--- config.mk ---
export PLATFORM = sky130hd
export DESIGN_NAME = ysyx_22050854_div_unit
export DESIGN_NICKNAME = d
export VERILOG_FILES = /design/src/rtl/ysyx_22050854_div_unit_pkg.sv /design/src/rtl/ysyx_22050854_div_step.sv /design/src/rtl/ysyx_22050854_div_unit.sv
export SDC_FILE = /design/constraint.sdc
export NUM_CORES = 1
export LEC_CHECK = 0
export CORE_ASPECT_RATIO = 2
export CORE_MARGIN = 2
export CORE_UTILIZATION = 59
export DETAILED_ROUTE_END_ITERATION = 6
export MAX_ROUTING_LAYER = met4
export PLACE_DENSITY = 0.81
export SYNTH_ARGS = -nofsm -noshare
export SYNTH_HDL_FRONTEND = slang
export SYNTH_SLANG_ARGS = --single-unit
--- constraint.sdc ---
create_clock -name clk -period 6.6 [get_ports clk]
set_input_delay 1.32 -clock clk [delete_from_list [all_inputs] [get_ports clk]]
set_output_delay 1.32 -clock clk [all_outputs]
set_load 0.05 [all_outputs]
--- src/rtl/ysyx_22050854_div_unit_pkg.sv ---
`default_nettype none
// ============================================================================
// Module   : ysyx_22050854_div_unit_pkg
// Brief    : Shared state encoding and latency constants for the divide unit.
// Revision : 1.0 - initial release
// ============================================================================
package ysyx_22050854_div_unit_pkg;

    localparam int DIV_LAT_D = 64;
    localparam int DIV_LAT_W = 32;

    typedef enum logic [1:0] {
        IDLE = 2'd0,
        BUSY = 2'd1,
        DONE = 2'd2
    } div_state_e;

endpackage
`default_nettype wire

--- src/rtl/ysyx_22050854_div_step.sv ---
`default_nettype none
// ============================================================================
// Module   : ysyx_22050854_div_step
// Brief    : One combinational restoring-division iteration on magnitudes.
// Revision : 1.0 - initial release
// ============================================================================
module ysyx_22050854_div_step #(
    parameter int XLEN = 64
) (
    input  logic [XLEN-1:0] rem_in,
    input  logic            in_bit,
    input  logic [XLEN-1:0] divisor,
    output logic [XLEN-1:0] rem_out,
    output logic            q_bit
);

    // The shifted partial remainder can exceed XLEN bits, so the compare
    // is done one bit wider; the difference itself always fits in XLEN.
    logic [XLEN:0]   w_trial;
    logic [XLEN-1:0] w_diff;

    assign w_trial = {rem_in, in_bit};
    assign w_diff  = w_trial[XLEN-1:0] - divisor;
    assign q_bit   = (w_trial >= {1'b0, divisor});
    assign rem_out = q_bit ? w_diff : w_trial[XLEN-1:0];

endmodule
`default_nettype wire

--- src/rtl/ysyx_22050854_div_unit.sv ---
`default_nettype none
// ============================================================================
// Module   : ysyx_22050854_div_unit
// Brief    : Iterative RV64 DIV/DIVU/REM/REMU (+W forms) with valid/ready.
// Revision : 1.0 - initial release
// ============================================================================
module ysyx_22050854_div_unit
    import ysyx_22050854_div_unit_pkg::*;
#(
    parameter int XLEN = DIV_LAT_D,
    parameter int WLEN = DIV_LAT_W
) (
    input  logic            clk,
    input  logic            rst_n,
    input  logic            flush,
    input  logic            div_valid,
    output logic            div_ready,
    input  logic            div_signed,
    input  logic            div_word,
    input  logic [XLEN-1:0] dividend,
    input  logic [XLEN-1:0] divisor,
    output logic            out_valid,
    input  logic            out_ready,
    output logic [XLEN-1:0] quotient,
    output logic [XLEN-1:0] remainder
);

    localparam int CNT_W = $clog2(XLEN + 1);
    localparam int EXT_W = XLEN - WLEN;

    div_state_e       r_state;
    div_state_e       w_state_nxt;
    logic [CNT_W-1:0] r_cnt;
    logic [XLEN-1:0]  r_rem;
    logic [XLEN-1:0]  r_quo;
    logic [XLEN-1:0]  r_dsr;
    logic [XLEN-1:0]  r_res_q;
    logic [XLEN-1:0]  r_res_r;
    logic             r_neg_q;
    logic             r_neg_r;
    logic             r_word;

    logic [XLEN-1:0]  w_a_ext;
    logic [XLEN-1:0]  w_b_ext;
    logic [XLEN-1:0]  w_a_mag;
    logic [XLEN-1:0]  w_b_mag;
    logic [XLEN-1:0]  w_min_neg;
    logic [XLEN-1:0]  w_spec_q;
    logic [XLEN-1:0]  w_spec_r;
    logic             w_a_neg;
    logic             w_b_neg;
    logic             w_b_zero;
    logic             w_ovf;
    logic             w_special;
    logic             w_accept;
    logic             w_last;

    logic [XLEN-1:0]  w_rem_nxt;
    logic [XLEN-1:0]  w_quo_nxt;
    logic [XLEN-1:0]  w_q_signed;
    logic [XLEN-1:0]  w_r_signed;
    logic             w_q_bit;

    function automatic logic [XLEN-1:0] fit_word(input logic word, input logic [XLEN-1:0] x);
        return word ? {{EXT_W{x[WLEN-1]}}, x[WLEN-1:0]} : x;
    endfunction

    // Operand decode: extend to the active width, take magnitudes, and flag
    // the two cases that bypass the iteration entirely.
    always_comb begin
        w_a_ext = dividend;
        w_b_ext = divisor;
        if (div_word) begin
            w_a_ext = {{EXT_W{div_signed & dividend[WLEN-1]}}, dividend[WLEN-1:0]};
            w_b_ext = {{EXT_W{div_signed & divisor[WLEN-1]}},  divisor[WLEN-1:0]};
        end
        w_a_neg   = div_signed & w_a_ext[XLEN-1];
        w_b_neg   = div_signed & w_b_ext[XLEN-1];
        w_a_mag   = w_a_neg ? -w_a_ext : w_a_ext;
        w_b_mag   = w_b_neg ? -w_b_ext : w_b_ext;
        w_min_neg = div_word ? {{(EXT_W + 1){1'b1}}, {(WLEN - 1){1'b0}}}
                             : {1'b1, {(XLEN - 1){1'b0}}};
        w_b_zero  = (w_b_ext == '0);
        w_ovf     = div_signed & (w_a_ext == w_min_neg) & (&w_b_ext);
        w_special = w_b_zero | w_ovf;
        w_spec_q  = w_b_zero ? '1 : w_a_ext;
        w_spec_r  = w_b_zero ? w_a_ext : '0;
    end

    assign w_accept = div_valid & (r_state == IDLE) & ~flush;
    assign w_last   = (r_cnt == CNT_W'(1));

    ysyx_22050854_div_step #(
        .XLEN (XLEN)
    ) u_step (
        .rem_in  (r_rem),
        .in_bit  (r_quo[XLEN-1]),
        .divisor (r_dsr),
        .rem_out (w_rem_nxt),
        .q_bit   (w_q_bit)
    );

    // r_quo doubles as the dividend shift register: dividend bits leave at
    // the top while quotient bits enter at the bottom.
    assign w_quo_nxt  = {r_quo[XLEN-2:0], w_q_bit};
    assign w_q_signed = r_neg_q ? -w_quo_nxt : w_quo_nxt;
    assign w_r_signed = r_neg_r ? -w_rem_nxt : w_rem_nxt;

    always_ff @(posedge clk or negedge rst_n) begin
        if (!rst_n) begin
            r_state <= IDLE;
        end else begin
            r_state <= w_state_nxt;
        end
    end

    always_comb begin
        w_state_nxt = r_state;
        case (r_state)
            IDLE:    if (w_accept) w_state_nxt = w_special ? DONE : BUSY;
            BUSY:    if (w_last) w_state_nxt = DONE;
            DONE:    if (out_ready) w_state_nxt = IDLE;
            default: w_state_nxt = IDLE;
        endcase
        if (flush) begin
            w_state_nxt = IDLE;
        end
    end

    always_ff @(posedge clk or negedge rst_n) begin
        if (!rst_n) begin
            r_cnt   <= '0;
            r_rem   <= '0;
            r_quo   <= '0;
            r_dsr   <= '0;
            r_res_q <= '0;
            r_res_r <= '0;
            r_neg_q <= 1'b0;
            r_neg_r <= 1'b0;
            r_word  <= 1'b0;
        end else if (flush) begin
            r_cnt   <= '0;
            r_res_q <= '0;
            r_res_r <= '0;
        end else begin
            case (r_state)
                IDLE: begin
                    if (w_accept) begin
                        r_word  <= div_word;
                        r_neg_q <= w_a_neg ^ w_b_neg;
                        r_neg_r <= w_a_neg;
                        r_rem   <= '0;
                        // Word operands are left-aligned so the first WLEN
                        // steps consume exactly their significant bits.
                        r_quo   <= div_word ? (w_a_mag << EXT_W) : w_a_mag;
                        r_dsr   <= w_b_mag;
                        r_cnt   <= w_special ? '0 : (div_word ? CNT_W'(WLEN) : CNT_W'(XLEN));
                        r_res_q <= w_special ? fit_word(div_word, w_spec_q) : '0;
                        r_res_r <= w_special ? fit_word(div_word, w_spec_r) : '0;
                    end
                end
                BUSY: begin
                    r_rem <= w_rem_nxt;
                    r_quo <= w_quo_nxt;
                    r_cnt <= r_cnt - CNT_W'(1);
                    if (w_last) begin
                        r_res_q <= fit_word(r_word, w_q_signed);
                        r_res_r <= fit_word(r_word, w_r_signed);
                    end
                end
                DONE: begin
                    if (out_ready) begin
                        r_res_q <= '0;
                        r_res_r <= '0;
                    end
                end
                default: begin
                    r_cnt <= '0;
                end
            endcase
        end
    end

    assign div_ready = (r_state == IDLE);
    assign out_valid = (r_state == DONE);
    assign quotient  = out_valid ? r_res_q : '0;
    assign remainder = out_valid ? r_res_r : '0;

endmodule
`default_nettype wire

* After elaboration in Yosys (flattened, before gate mapping)
Index checks and enable logic that the tools add are counted.
Word-level totals: bits of input ports 135, flip-flop bits (word level) 332, logic and storage cells 90
Operators by class: $lt $le $gt $ge 1, equality and inequality tests 9, bitwise logic cells 11, reduce and logical (&&, ||, !) cells 10, add/subtract/negate cells 6, muxes and demuxes 43
Operator list (number):
- $mux W64 | 27
- $pmux W64 S3 | 2
- $neg A64 Y64 | 4
- $pmux W64 S2 | 2
- $ge A65 B64 Y1 | 1
- $eq A64 B64 Y1 | 1
- $logic_not A64 Y1 | 1
- $reduce_and A64 Y1 | 1
- $sub A64 B64 Y64 | 1
- $mux W63 | 1
- $mux W7 | 4
- $pmux W7 S3 | 1
- $mux W2 | 5
- $reduce_and A3 Y1 | 3
- $and A1 B1 Y1 | 8
- $eq A7 B1 Y1 const B | 1
- $sub A7 B1 Y7 const B | 1
- $ne A3 B2 Y1 const B | 2
- $pmux W2 S3 | 1
- $reduce_and A4 Y1 | 1
- $reduce_bool A4 Y1 | 1
- $ne A3 B3 Y1 const B | 1
- $eq A2 B1 Y1 const B | 1
- $eq A2 B2 Y1 const B | 1
- 8 further kinds | 8

* Longest topological paths before layout
Gate-level depths: netlist of the first run.
depth in word-level cells 10, mapped depth 28, depth with buffers taken out 22

* Modules after synthesis
A second synthesis of the first run with hierarchy kept.
Unflattened totals: cell total of the unflattened synthesis 3380, area, all modules 26729.4 µm²
Modules (own cells, without submodules):
- ysyx_22050854_div_unit | cells each 2659, instances 1, area an instance 21808.4 µm²
- ysyx_22050854_div_step | cells each 721, instances 1, area an instance 4921.0 µm²

* Worst setup path before layout of the first run
No wires, ideal clock.
kind register to register, from register r_rem[15], to register r_res_q[58], data arrival time 5812 ps, data required time 6479 ps, setup time 121 ps, setup slack 667 ps, cell stages (with the launch flop) 28, clock period less this slack 5933 ps, path buffers 6, cell sequence dfrtp_1 -> ha_1 -> buf_2 -> a21oi_1 -> o21ai_1 -> a22o_1 -> a211o_1 -> o2111ai_4 -> nand2_4 -> inv_4 -> buf_2 -> buf_2 -> buf_1 -> clkbuf_1 -> ha_1 -> nand2b_1 -> or4_1 -> or2_1 -> or3_1 -> clkbuf_1 -> or3_1 -> nor2_1 -> nand2_1 -> o31ai_1 -> xnor2_1 -> nor2_1 -> o21ai_1 -> a22o_1
On the way: longest elaborated chain between the ends 7
Ends and longest elaborated chain:
- from (decl) | RTL line ysyx_22050854_div_unit.sv:34 | logic [XLEN-1:0] r_rem;
- from (signal assigned) | RTL line ysyx_22050854_div_unit.sv:163 | r_rem <= w_rem_nxt;
- $ge A65 B64 Y1 | RTL line ysyx_22050854_div_step.sv:24 | assign q_bit = (w_trial >= {1'b0, divisor});
- $neg A64 Y64 | RTL line ysyx_22050854_div_unit.sv:106 | assign w_q_signed = r_neg_q ? -w_quo_nxt : w_quo_nxt;
- $mux W64 | RTL line ysyx_22050854_div_unit.sv:106
- $mux W64 | RTL line ysyx_22050854_div_unit.sv:65 | return word ? {{EXT_W{x[WLEN-1]}}, x[WLEN-1:0]} : x;
- $mux W64 | RTL line ysyx_22050854_div_unit.sv:166 | if (w_last) begin
- $pmux W64 S3 | RTL line ysyx_22050854_div_unit.sv:146 | case (r_state)
- $mux W64 | RTL line ysyx_22050854_div_unit.sv:141 | end else if (flush) begin
- to (signal assigned) | RTL line ysyx_22050854_div_unit.sv:158 | r_res_q <= w_special ? fit_word(div_word, w_spec_q) : '0;
- to (signal assigned) | RTL line ysyx_22050854_div_unit.sv:167 | r_res_q <= fit_word(r_word, w_q_signed);
- to (decl) | RTL line ysyx_22050854_div_unit.sv:37 | logic [XLEN-1:0] r_res_q;
Every way passes these cells. The select of a mux whose other input is x is not followed. A chain may end at the register's enable or synchronous reset.

* Worst setup path after layout of the first run
Same ends and word-level chain as after synthesis.

==> metrics.md, run 1 <==
| Metric | Value |
|---|---|
| Status | complete, no violations |
| Largest net degree at the start of global routing | 160 |
| Max-slew violation count | 0 |
| Worst-margin pin slew | 1.21 ns |
| Starting Density | 59.4% |
| Leak pwr | 13.3 nW |
| Worst reg2reg path depth | 22 |
| FMAX | 163 MHz |
| Comb pwr share | 54.6% |
| Max Cap Viol | 0 |
| Top cells by area, synth | dfrtp_1 30%, o21ai_0 7.1%, nand2_1 6.1% |
| DRC viols | 0 |
| Clock tree buffer depth | 3 |
| Filler cells | 3935 |
| Vias in the first global route | 28.0k |
| Via density per instance | 6.54 |
| Area Growth Syn to Fin | 15.3% |
| Peak VDD IR | 0.315 mV |
| Post-CTS sizing | 0 |
| Async S/R FF share, synth | 100% |
| TritonCTS clock tree | yes |
| Placed instance area | just over 0.03 mm² |
| Synthesis Warnings | 0 |
| CP max-delay cell | or4_1 |
| RSZ-0062 raised after global routing | false |
| Period utilisation layout | 93.2% |
| Num CTS Buffers | 30 |
| Yosys top cell area share | 30.1% |
| Worst Skew | 0.0222 ns |
| Syn_nets | 3836 |
| Critical path class | reg2reg |
| Die X | 157 µm |
| Std-Cell Rows | 112 |
| Fraction of layout cells with a size suffix above 1 | ~5.3% |
| Largest area contributor in the netlist | dfrtp_1 |
| Total power | around 12 mW |
| R2r startpoint | r_rem[15] |
| Yosys cell types | 107 |
| Post-layout net count | roughly 4.0k |
| IO Count | 265 |
| Clock share of power | 17.4% |
| Largest stage delay, worst path | approximately 0.5 ns |
| CP Launch Type | flip-flop |
| Setup bufs post-CTS | 0 |
| Core box area | 0.0465 mm² |
| Final core occ | a little under 70% |
| Initial antenna violation count | 6 |
| Worst skew pair latency | 0.62 ns |
| Clk pin slew, worst setup/hold paths | about 0.070 ns |
| Via count | 28.8k |
| Worst Hold Path Cells | 2 |
| Sw Pwr | 5.69 mW |
| Final Wtd Congestion | 1.06 |
| CP endpoint kind | flip-flop |
| Post-synthesis sequential area ratio | a little under a third |
| Hold Path Origin | r_res_q[15] |
| Final hold vios | 0 |
| Syn Area/Cell | about 7.6 µm² |
| # setup viols final | 0 |
| Port Buffers | 264 |
| CP Max Fanout | 24 |
| Number of flops mapped to enable cells by yosys | 0 |
| Critical-path cell list | ha_1 -> a21oi_1 -> o21ai_1 -> a22o_1 -> a211o_1 -> o2111ai_4 -> nand2_4 -> inv_4 -> buf_4 -> ha_1 -> nand2b_1 -> or4_1 -> or2_1 -> or3_1 -> or3_1 -> nor2_1 -> nand2_1 -> o31ai_1 -> xnor2_1 -> nor2_1 -> o21ai_1 -> a22o_1 |
| Total gr overflow | 0 |
| Min cycle time layout | 6.15 ns |
| Internal cell power | 6.04 mW |
| First DRT Iteration DRCs | 2285 |
| Cell count after synthesis | around 3.6k |
| Worst Hold End | r_res_q[15] |
| DIE AREA | 0.0487 mm² |
| Synth Cell Area | 0.0276 mm² |
| R2r endpoint | r_res_q[58] |
| Cts hold-fix bufs | 0 |
| Die Ht | 310 µm |
| Sequential share of power | 28.0% |
| Avg WL per Cell | 24.5 µm |
| TNS Setup | 0 ns |
| WP data arrival | between 6 and 7 ns |
| Dpl hpwl | 84.1 mm |
| Drt total wl | 108 mm |
| All-Layer GR Usage | 45.1% |
| Clock root buffer | clkbuf_16 |
| Type of the worst min-delay path | reg2reg |
| First-pass GRT wire length | approximately 160 mm |
| Rel. slew slack | 18.9% |
| Yosys reg bits | 332 |
| Clock sinks | 332 |
| R2R Setup Slk | 0.45 ns |
| Ys flop type | dfrtp_1 |
| Post-route ant nets | 0 |
| H-tree depth | 1 |
| First-pass DRT Iterations | 6 |
| Power Dens Cells | 368 mW/mm² |
| CP required | 7.09 ns |
| Finished Cell Area | 0.0319 mm² |
| Net Sw Frac | between 40% and 50% |
cells by family (layout without fill, tap and decap cells):
logic type / count (synthesis) / in the layout / synth area share (%)
AO/OA/AOI/OAI: 1187 / 1187 / 27.0
AND/OR/NAND/NOR: 1320 / 1320 / 23.3
buffers and inverters: 377 / 521 / 5.36
multiplexers: 52 / 52 / 1.91
other: 0 / 5 / 0
XOR/XNOR: 283 / 283 / 8.97
flip-flops: 332 / 332 / 30.1
adder cells (fa/ha/maj): 75 / 75 / 3.42
synthesized netlist by cell type (9+ instances only):
master / instances
a21oi_1: 270
a22oi_1: 13
or3_1: 44
o21bai_1: 11
a21boi_0: 24
a31oi_1: 25
nor2_1: 304
a32oi_1: 12
o21ai_1: 27
xnor2_1: 190
or4_1: 27
nand3_1: 62
dfrtp_1: 332
mux2i_1: 45
o21ai_0: 391
o211ai_1: 37
nor2b_1: 9
nand2b_1: 25
o21a_1: 22
nor4_1: 34
ha_1: 74
o22ai_1: 51
nor3_1: 89
and3_1: 12
a21o_1: 37
nand2_1: 447
o31ai_1: 57
o2bb2ai_1: 10
and2_1: 141
o41ai_1: 17
o31a_1: 9
buf_1: 22
inv_1: 130
buf_2: 34
clkbuf_1: 184
xor2_1: 93
nand4_1: 63
a211oi_1: 28
a22o_1: 69
per-layer routing:
metal,vias up,global-route usage [%],part of all wire (%)
met4,0,45.0,13
met3,565,7.60,6.5
met2,1443,75.2,48
met1,13500,42.9,32
met5,-,-,0
li1,13300,-,-
worst max path at each step:
| stage | start | endpoint | slack [ns] | cells after the start |
|---|---|---|---|---|
| finish | r_rem[15] | r_res_q[58] | 0.45 | 22 |
| detailed placement | r_rem[15] | r_res_q[58] | 0.57 | 22 |
| global route | r_rem[15] | r_res_q[58] | 0.17 | 22 |
| floorplan | r_rem[15] | r_res_q[58] | 0.67 | 27 |
| CTS | r_rem[15] | r_res_q[58] | 0.54 | 22 |
| global placement | divisor[12] | r_res_q[47] | 0.67 | 17 |
cell type report:
type	count	area (µm²)	area share, %
tap	627	785	2.46
clock inverter	11	233	0.731
inverter	131	494	1.55
multi-input combinational	2917	17900	56.3
sequential	332	8310	26.1
clock buffer	44	875	2.75
timing repair buffer	335	3220	10.1
antenna	5	12.5	0.0393
worst max-delay path: cells and delay by family (launching register included):
family,cells,cell delay [ns]
simple gates,9,2.35
compound gates,8,2.07
fa+ha+maj,2,0.66
flops,1,0.44
buf+inv,2,0.39
xor+xnor,1,0.10
cell usage in the layout (no fill, tap or decap), types with 72 or more instances in the layout:
cell	count
o21ai_0	391
and2_1	141
dfrtp_1	331
clkdlybuf4s50_1	262
ha_1	72
nor3_1	89
nor2_1	304
xor2_1	93
a21oi_1	269
nand2_1	445
xnor2_1	190
inv_1	130
metrics by stage:
step | setup WS (ns) | hold slack (ns) | cells
final | 0.452 | 0.472 | 4402
after global routing | 0.167 | 0.487 | 4402
after detailed placement | 0.572 | 0.462 | 4342
after global placement | 0.672 | 0.453 | 4342
after floorplan | 0.667 | 0.441 | 3626
after CTS | 0.543 | 0.477 | 4397
registers in the layout (all words and copies together), names as in the netlist:
signal and count:
r_cnt 7, r_dsr 64, r_neg_q 1, r_neg_r 1, r_quo 64, r_rem 64
r_res_q 64, r_res_r 64, r_state 2, r_word 1
power groups by stage:
| stage | sequential [mW] | combinational, mW | clock, mW |
|---|---|---|---|
| global route | 3.35 | 6.94 | 2.10 |
| detailed placement | 3.29 | 6.24 | 0 |
| CTS | 3.26 | 6.28 | 2.04 |
| finish | 3.28 | 6.41 | 2.04 |
| global placement | 3.26 | 6.19 | 0 |
| floorplan | 3.08 | 4.51 | 0 |
No activity file was read; power rests on OpenSTA's default activity.
==> run 2, diff against run 1 <==
--- a/config.mk
+++ b/config.mk
@@ -8,6 +8,7 @@
 export CORE_ASPECT_RATIO = 2
 export CORE_MARGIN = 2
 export CORE_UTILIZATION = 59
+export CTS_CLUSTER_SIZE = 14
 export DETAILED_ROUTE_END_ITERATION = 6
 export MAX_ROUTING_LAYER = met4
 export PLACE_DENSITY = 0.81
==> run 2 against run 1 <==
The flow now finishes with violations (DRC). Non-clock buffer count unchanged. Worst setup slack better by 0.017 ns. Maximum frequency grew 0.29%. Critical path depth did not move. Sequential power hardly changed. Register-to-register slack gained 0.02 ns. Largest power group unchanged. First-iteration DRC count decreased by 3.6%. Combinational power about the same. Highest routed layer unchanged. Global-route usage fell by 0.11 points.
==> metrics.md, run 2 (synthesized netlist as in run 1, its figures left out) <==
| Metric | Value |
|---|---|
| Num CTS Buffers | 30 (unchanged) |
| Fraction of layout cells with a size suffix above 1 | 5.12% (-0.13 points) |
| Drt total wl | 108 mm (-0.23%) |
| # setup viols final | 0 (unchanged) |
| CP required | 7.10 ns (about the same) |
| Max Cap Viol | 0 (unchanged) |
| DRC viols | 1 (+1) |
| Clock sinks | 332 (unchanged) |
| Clk pin slew, worst setup/hold paths | 0.07 ns (about the same) |
| CP Launch Type | flip-flop |
| Clock tree buffer depth | 3 (unchanged) |
| Power Dens Cells | 362 mW/mm² (-1.7%) |
| CP max-delay cell | or4_1 |
| Vias in the first global route | 28.0k (+0.10%) |
| RSZ-0062 raised after global routing | false |
| Post-layout net count | 3957 (unchanged) |
| Peak VDD IR | 0.262 mV (-17%) |
| Worst skew pair latency | 0.62 ns (about the same) |
| TritonCTS clock tree | yes |
| Most common cell after layout, fill and taps aside | nand2_1 |
| Worst Skew | 0.0213 ns (-0.000893 ns) |
| Via density per instance | 6.56 (+0.24%) |
| Std-Cell Rows | 112 (unchanged) |
| FMAX | 163 MHz (+0.29%) |
| CP Max Fanout | 24 (unchanged) |
| First-pass GRT wire length | 162 mm (-0.17%) |
| Failing checks | DRC |
| Dpl hpwl | 84.1 mm (unchanged) |
| Die Ht | 310 µm (unchanged) |
| Clock root buffer | clkbuf_16 |
| All-Layer GR Usage | 45.0% (-0.11 points) |
| Area Growth Syn to Fin | 14.6% |
| First DRT Iteration DRCs | 2203 (-3.6%) |
| Type of the worst min-delay path | reg2reg |
| Setup bufs post-CTS | 0 (unchanged) |
| Largest stage delay, worst path | 0.50 ns (about the same) |
| Initial antenna violation count | 5 (-1) |
| Port Buffers | 264 (unchanged) |
| CP endpoint kind | flip-flop |
| Cts hold-fix bufs | 0 (unchanged) |
| TNS Setup | 0 ns (unchanged) |
| Rel. slew slack | 7.14% (-12 points) |
| Critical path class | reg2reg |
| Min cycle time layout | 6.13 ns (-0.0175 ns) |
| Max-slew violation count | 0 (unchanged) |
| Total gr overflow | 0 (unchanged) |
| First-pass DRT Iterations | 7 (+1) |
| Critical-path cell list | ha_1 -> a21oi_1 -> o21ai_1 -> a22o_1 -> a211o_1 -> o2111ai_4 -> nand2_4 -> inv_4 -> buf_4 -> ha_1 -> nand2b_1 -> or4_1 -> or2_1 -> or3_1 -> or3_1 -> nor2_1 -> nand2_1 -> o31ai_1 -> xnor2_1 -> nor2_1 -> o21ai_1 -> a22o_1 |
| WHS | 0.472 ns (+0.000495 ns) |
| Largest net degree at the start of global routing | 160 (unchanged) |
| Status | complete, but fails checks |
| Starting Density | 59.4% (unchanged) |
| WP data arrival | 6.63 ns (about the same) |
| IO Count | 265 (unchanged) |
| Post-route ant nets | 0 (unchanged) |
| Post-CTS sizing | 0 (unchanged) |
| Leak pwr | 13.2 nW (-0.61%) |
| Via count | 28.9k (+0.22%) |
| Avg WL per Cell | 24.4 µm (-0.21%) |
| H-tree depth | 1 (unchanged) |
| Final hold vios | 0 (unchanged) |
| Period utilisation layout | 92.9% (-0.26 points) |
| Commonest cells after routing, fill and taps aside | 445 x nand2_1, 391 x o21ai_0, 331 x dfrtp_1 |
| DIE AREA | 0.0487 mm² (unchanged) |
| Final Wtd Congestion | 1.06 (unchanged) |
| Bufs and invs on worst path | 2 (unchanged) |
| Core box area | 0.0465 mm² (unchanged) |
| Filler cells | 3989 (+1.4%) |
| Die X | 157 µm (unchanged) |
| Worst-margin pin slew | 1.38 ns (+0.175 ns) |
| Critical path's top delay family | simple AND/OR/NAND/NOR gates |
[run 2: worst paths after layout]
check                               to  slack (ns)  depth (start not counted)   startpoint
hold / removal             r_res_r[23]        0.47                          2  r_res_r[23]
max in group asynchronous      r_neg_q        4.41                          2        rst_n
setup / recovery           r_res_q[58]        0.47                         22    r_rem[15]
hold reg to reg            r_res_r[23]        0.47                          2  r_res_r[23]
setup reg to reg           r_res_q[58]        0.47                         22    r_rem[15]
min in group asynchronous     r_dsr[7]        0.67                          1        rst_n
[run 2: layout make-up]
class                           count  area [µm²]  area share [%]
Antenna cell                        7        17.5          0.0553
Inverter                          131         494            1.56
Clock buffer                       42         827            2.61
Multi-Input combinational cell   2917       17900            56.6
Sequential cell                   332        8310            26.2
Timing Repair Buffer              335        3220            10.2
Tap cell                          627         785            2.48
Clock inverter                     10         103           0.324
[run 2: per-stage QoR]
step           worst slack [ns]  utilization (%)  area [µm²]  total power, mW  std cells
3_5_place_dp              0.572             66.1       30700             9.54       4342
5_1_grt                   0.172             68.1       31700             12.1       4400
3_3_place_gp              0.672             66.1       30700             9.45       4342
2_1_floorplan             0.667                -       27600             7.58       3626
6_report                  0.469             68.1       31700             11.5       4401
4_1_cts                   0.550             68.1       31700             11.3       4394
[run 2: power breakdown]
group / leakage, nW / switching [mW] / total (mW) / internal (mW)
sequential: 4.38 / 0.607 / 3.28 / 2.67
clock: 0.457 / 0.845 / 1.79 / 0.946
combinational: 8.39 / 4.22 / 6.40 / 2.18
total: 13.2 / 5.68 / 11.5 / 5.80
[run 2: routing by layer]
layer	share of wire [%]	wire length (µm)	track usage, %	vias to the layer above
met3	6.8	7340	7.58	557
met4	12	13300	44.1	0
met5	0	0	-	-
met1	32	34600	42.6	13600
li1	-	-	-	13200
met2	49	52400	75.6	1469
[run 2: worst min-delay path, delay by kind of cell, from the launching register on]
kind / cells / cell delay [ns]
compound gates: 1 / 0.06
simple gates: 1 / 0.04
flops: 1 / 0.34
